`src/rtl/image_loader.sv`:
```
// Frame loader: accepts a raster stream of pixels through a small FIFO and
// writes them into an image SRAM, one write per cycle, then pulses load_done.
module image_loader #(
    parameter int X_MAX       = 200,
    parameter int Y_MAX       = 200,
    parameter int PIXEL_DEPTH = 8,
    parameter int FIFO_DEPTH  = 4
) (
    input  logic                     clk,
    input  logic                     n_rst,
    input  logic                     new_trans,
    input  logic [$clog2(X_MAX)-1:0] max_x,
    input  logic [$clog2(Y_MAX)-1:0] max_y,
    input  logic                     in_valid,
    input  logic [PIXEL_DEPTH-1:0]   in_data,
    output logic                     in_ready,
    output logic [$clog2(X_MAX):0]   x_addr_img,
    output logic [$clog2(Y_MAX):0]   y_addr_img,
    output logic                     wen_img,
    output logic [PIXEL_DEPTH-1:0]   wdat_img,
    output logic                     busy,
    output logic                     load_done
);

    localparam int XW = $clog2(X_MAX);
    localparam int YW = $clog2(Y_MAX);
    localparam int CW = XW + YW + 1;
    localparam int AW = $clog2(FIFO_DEPTH);

    typedef enum logic [1:0] {
        IDLE,
        LOADING,
        FLAG
    } state_t;

    state_t state;
    state_t state_next;

    logic [XW-1:0]          max_x_r;
    logic [YW-1:0]          max_y_r;
    logic [XW-1:0]          pos_x;
    logic [YW-1:0]          pos_y;
    logic [CW-1:0]          acc_cnt;
    logic [CW-1:0]          frame_size;
    logic [AW:0]            wr_ptr;
    logic [AW:0]            rd_ptr;
    logic [AW:0]            fifo_cnt;
    logic [PIXEL_DEPTH-1:0] mem [FIFO_DEPTH];
    logic [PIXEL_DEPTH-1:0] head;
    logic [PIXEL_DEPTH-1:0] last_dat;
    logic [XW:0]            last_x;
    logic [YW:0]            last_y;

    logic start;
    logic fifo_full;
    logic fifo_empty;
    logic push;
    logic last_pos;

    always_comb begin
        start      = (state == IDLE) && new_trans;
        frame_size = (CW'(max_x_r) + CW'(1)) * (CW'(max_y_r) + CW'(1));
        fifo_cnt   = wr_ptr - rd_ptr;
        fifo_full  = (fifo_cnt == (AW+1)'(FIFO_DEPTH));
        fifo_empty = (wr_ptr == rd_ptr);
        head       = mem[rd_ptr[AW-1:0]];
        last_pos   = (pos_x == max_x_r) && (pos_y == max_y_r);

        // Ready is derived only from registered state, never from in_valid.
        in_ready   = (state == LOADING) && !fifo_full && (acc_cnt < frame_size);
        push       = in_valid && in_ready;
        wen_img    = (state == LOADING) && !fifo_empty;
        busy       = (state == LOADING);
        load_done  = (state == FLAG);

        // Outside a write cycle the SRAM bus holds the last written beat.
        x_addr_img = wen_img ? {1'b0, pos_x} : last_x;
        y_addr_img = wen_img ? {1'b0, pos_y} : last_y;
        wdat_img   = wen_img ? head : last_dat;
    end

    always_comb begin
        state_next = state;
        case (state)
            IDLE:    if (new_trans) state_next = LOADING;
            LOADING: if (wen_img && last_pos) state_next = FLAG;
            FLAG:    state_next = IDLE;
            default: state_next = IDLE;
        endcase
    end

    always_ff @(posedge clk or negedge n_rst) begin
        if (!n_rst) begin
            state <= IDLE;
        end else begin
            state <= state_next;
        end
    end

    always_ff @(posedge clk or negedge n_rst) begin
        if (!n_rst) begin
            max_x_r  <= '0;
            max_y_r  <= '0;
            pos_x    <= '0;
            pos_y    <= '0;
            acc_cnt  <= '0;
            wr_ptr   <= '0;
            rd_ptr   <= '0;
            last_dat <= '0;
            last_x   <= '0;
            last_y   <= '0;
        end else if (start) begin
            max_x_r <= max_x;
            max_y_r <= max_y;
            pos_x   <= '0;
            pos_y   <= '0;
            acc_cnt <= '0;
            wr_ptr  <= '0;
            rd_ptr  <= '0;
        end else begin
            if (push) begin
                wr_ptr  <= wr_ptr + (AW+1)'(1);
                acc_cnt <= acc_cnt + CW'(1);
            end
            if (wen_img) begin
                rd_ptr   <= rd_ptr + (AW+1)'(1);
                last_dat <= head;
                last_x   <= {1'b0, pos_x};
                last_y   <= {1'b0, pos_y};
                if (pos_x == max_x_r) begin
                    pos_x <= '0;
                    pos_y <= pos_y + YW'(1);
                end else begin
                    pos_x <= pos_x + XW'(1);
                end
            end
        end
    end

    always_ff @(posedge clk) begin
        if (push) begin
            mem[wr_ptr[AW-1:0]] <= in_data;
        end
    end

endmodule

```
`config.mk`:
```
export PLATFORM = sky130hd
export DESIGN_NAME = image_loader
export DESIGN_NICKNAME = d
export VERILOG_FILES = /design/src/rtl/image_loader.sv
export SDC_FILE = /design/constraint.sdc
export NUM_CORES = 1
export LEC_CHECK = 0
export ABC_AREA = 1
export CAP_MARGIN = 0
export CORE_ASPECT_RATIO = 0.9
export CORE_MARGIN = 2
export CORE_UTILIZATION = 60
export CTS_BUF_LIST = sky130_fd_sc_hd__clkbuf_8
export CTS_CLUSTER_DIAMETER = 100
export CTS_CLUSTER_SIZE = 40
export DETAILED_ROUTE_END_ITERATION = 7
export PLACE_DENSITY_LB_ADDON = 0.1
export SLEW_MARGIN = 5
export SYNTH_ARGS = -nofsm -noshare
export SYNTH_HDL_FRONTEND = slang
export SYNTH_SLANG_ARGS = --single-unit
```
`constraint.sdc`:
```
create_clock -name clk -period 11.45 [get_ports clk]
set_clock_uncertainty 0.1 [all_clocks]
set_input_delay 2.29 -clock clk [delete_from_list [all_inputs] [get_ports clk]]
set_output_delay 2.29 -clock clk [all_outputs]
set_load 0.01 [all_outputs]
```
==> flow_summary.yaml <==
sta:
  tns_ns: 0
  rsz0062_at_grt: "false"
  final.min_clock_period_ns: 9.75
  finalSetupViolCount: 0
  fmax_ghz: 0.103
  final_hold_viol_count: 0
  period_share: 0.851
  worst_pin_slew_ns: 0.816
  slew_violations: 0
  max_slew_margin: 0.454
yosys:
  synthesis.area_um2: 8700
  synth_area_per_cell_um2: 8.07
  ys_types: 42
  synth-async-reset-ratio: 0.722
  synth-seq-cells: 115
  yosys-top-cells-area: "dfrtp_1 24%, fa_1 11%, edfxtp_1 11%, nand2_1 10%, ha_1 9.2%"
  synth-edff-count: 32
  synth_cells: 1078
  seq_area_frac_synth: 0.349
  synth_fp_nets: 1219
  post-synth-top-count-cell: "nand2_1"
  yosysWarningCount: 0
  yosys-top-cells-count: "236 x nand2_1, 159 x inv_1, 152 x nor2_1"
  synth_top_area_share: 0.239
  synth_top_area_cell: "dfrtp_1"
  yosys_most_used_dff: "dfrtp_1"
die:
  die_w_um: 131
  rows: 41
  die_y_um: 118
  io_pins: 58
  start_util: 0.617
  coreArea_um2: 14100
  die-area_um2: 15500
finish:
  final_cells: 1334
  fin_nets: 1269
  drive_gt1_frac: 0.0526
  syn_to_final_growth_pct: 12.4
  multi_input_comb_area_um2: 4880
  num_antenna_cells: 0
  seq_area_um2: 3040
  final_util: 0.693
  fillers: 1198
route:
  drt-initial-drc-count: 571
  drc: 0
  ant_nets: 0
  wl_mm: 19.2
  viasPerCell: 5.30
  firstDrtPassIters: 5
  wl_per_cell_um: 14.4
  vias: 7067
grt:
  grt_antenna_before_repair: 0
  grt_pass1_wl_mm: 33.0
  grt-ovfl-total: 0
  grt_pass1_vias: 6732
  grt_max_degree: 53
  grt.total_usage: 0.271
worst_setup_path:
  critPathLaunchType: "flop"
  cpLargestDelayFamily: "adder cells"
  path_buf_inv: 7
  cpPeakStageDelay_ns: 0.56
  endpoint_kind: "primary output"
  cp.depth: 29
  cpMostUsedCell: "inv_1"
  worst_path_max_delay_cell: "dfrtp_1"
  path_max_fanout: 11
  critPathKind: "flop to primary output"
  startpoint: "max_x_r[0]"
  r2r_start: "max_x_r[0]"
  r2r_cells: 29
  critPathRequiredTime_ns: 9.06
  crit_arrival_ns: 7.36
power:
  max-vdd-ir-drop_uv: 137
  pwr_density_cell_nw_per_um2: 172
  leakagePower_nw: 4.88
status:
  status: "finished, final reports clean"
run:
  maxCapViolCount: 0
cts:
  cts_root_buf: "clkbuf_8"
  htreeDepth: 4
  hold_buffers: 0
  cts_resized: 0
  clk_latency_ns: 0.45
  cts_buffers: 17
  path_clk_slew_ns: 0.08
  postCtsSetupBuffers: 0
  cts_tree: "yes"
  cts.sinks: 115
  clockBufferDepth: 2
worst_hold_path:
  hp-class: "flop to flop"
  hold_start: "last_x[1]"
  hold_depth: 2
placement:
  gp_congestion: 0.979
  portBuffers: 57
  dp_cells: 1302
  dpl.hpwl_mm: 14.3
-- cells by family after synthesis --
kind of cell | share of synthesized area
AND/OR/NAND/NOR | 0.230
adder cells (fa/ha/maj) | 0.205
flip-flops | 0.349
AO/OA/AOI/OAI | 0.0836
buffers and inverters | 0.0902
XOR/XNOR | 0.0423
-- registers in the layout, indices dropped and copies added, names as in the netlist, 9 cells and up --
name	count
mem	32
acc_cnt	17
last_x	9
last_y	9
-- power breakdown --
group | switching [mW] | internal (mW) | leakage, nW | total (mW)
Sequential | 0.0766 | 0.525 | 1.29 | 0.602
Clock | 0.181 | 0.205 | 0.209 | 0.386
Combinational | 0.400 | 0.295 | 3.38 | 0.694
-- stage by stage --
step | worst slack (ns) | area, um2 | total power, mW | hold WS, ns
after floorplan | 3.43 | 8700 | 1.04 | 0.343
after global placement | 2.35 | 9380 | 1.28 | 0.355
after detailed placement | 2.24 | 9380 | 1.30 | 0.363
after CTS | 1.71 | 9770 | 1.69 | 0.380
after global routing | 1.19 | 9770 | 1.81 | 0.396
final | 1.70 | 9770 | 1.68 | 0.378
-- routing by layer --
metal	vias to the layer above	wire length, um	GRT usage
met1	3363	9430	0.404
met5	-	0	0
met2	162	8630	0.409
li1	3519	-	-
met3	23	830	0.0435
met4	0	344	0.0818
-- layout by cell type, fill, tap and decap left out, types with 17 or more instances in the layout --
cell             synthesis  layout
a21oi_1                 22      22
a31oi_1                 17      17
clkbuf_8                 0      19
clkdlybuf4s50_1          0      56
dfrtp_1                 83      83
edfxtp_1                32      32
fa_1                    49      49
ha_1                    64      64
inv_1                  159     161
nand2_1                236     236
nand3_1                 46      46
nor2_1                 152     152
o21ai_0                 74      74
xor2_1                  34      34
-- worst register-to-register path: cells and delay by family (launching register included) --
family / cells / cell delay, ns
fa+ha+maj: 7 / 2.94
compound gates: 5 / 1.06
flops: 1 / 0.56
xor+xnor: 1 / 0.16
simple gates: 10 / 2.33
buf+inv: 6 / 0.31
-- path summary, 6_finish.rpt --
path                              end  slack, ns
hold reg to reg             last_x[1]       0.38
max in group asynchronous  acc_cnt[9]       8.46
setup reg to reg            mem[3][1]       3.63
min in group asynchronous    pos_y[6]       1.68
hold / removal              last_x[1]       0.38
setup / recovery             in_ready       1.70
-- area by class of cell --
| class | count | area share |
|---|---|---|
| clock buffer | 19 | 0.0268 |
| clock inverter | 13 | 0.0138 |
| inverter | 168 | 0.0645 |
| multi-input combinational | 766 | 0.499 |
| sequential | 115 | 0.311 |
| tap | 193 | 0.0247 |
| timing repair buffer | 60 | 0.0604 |
Power figures use the tool's default switching activity.
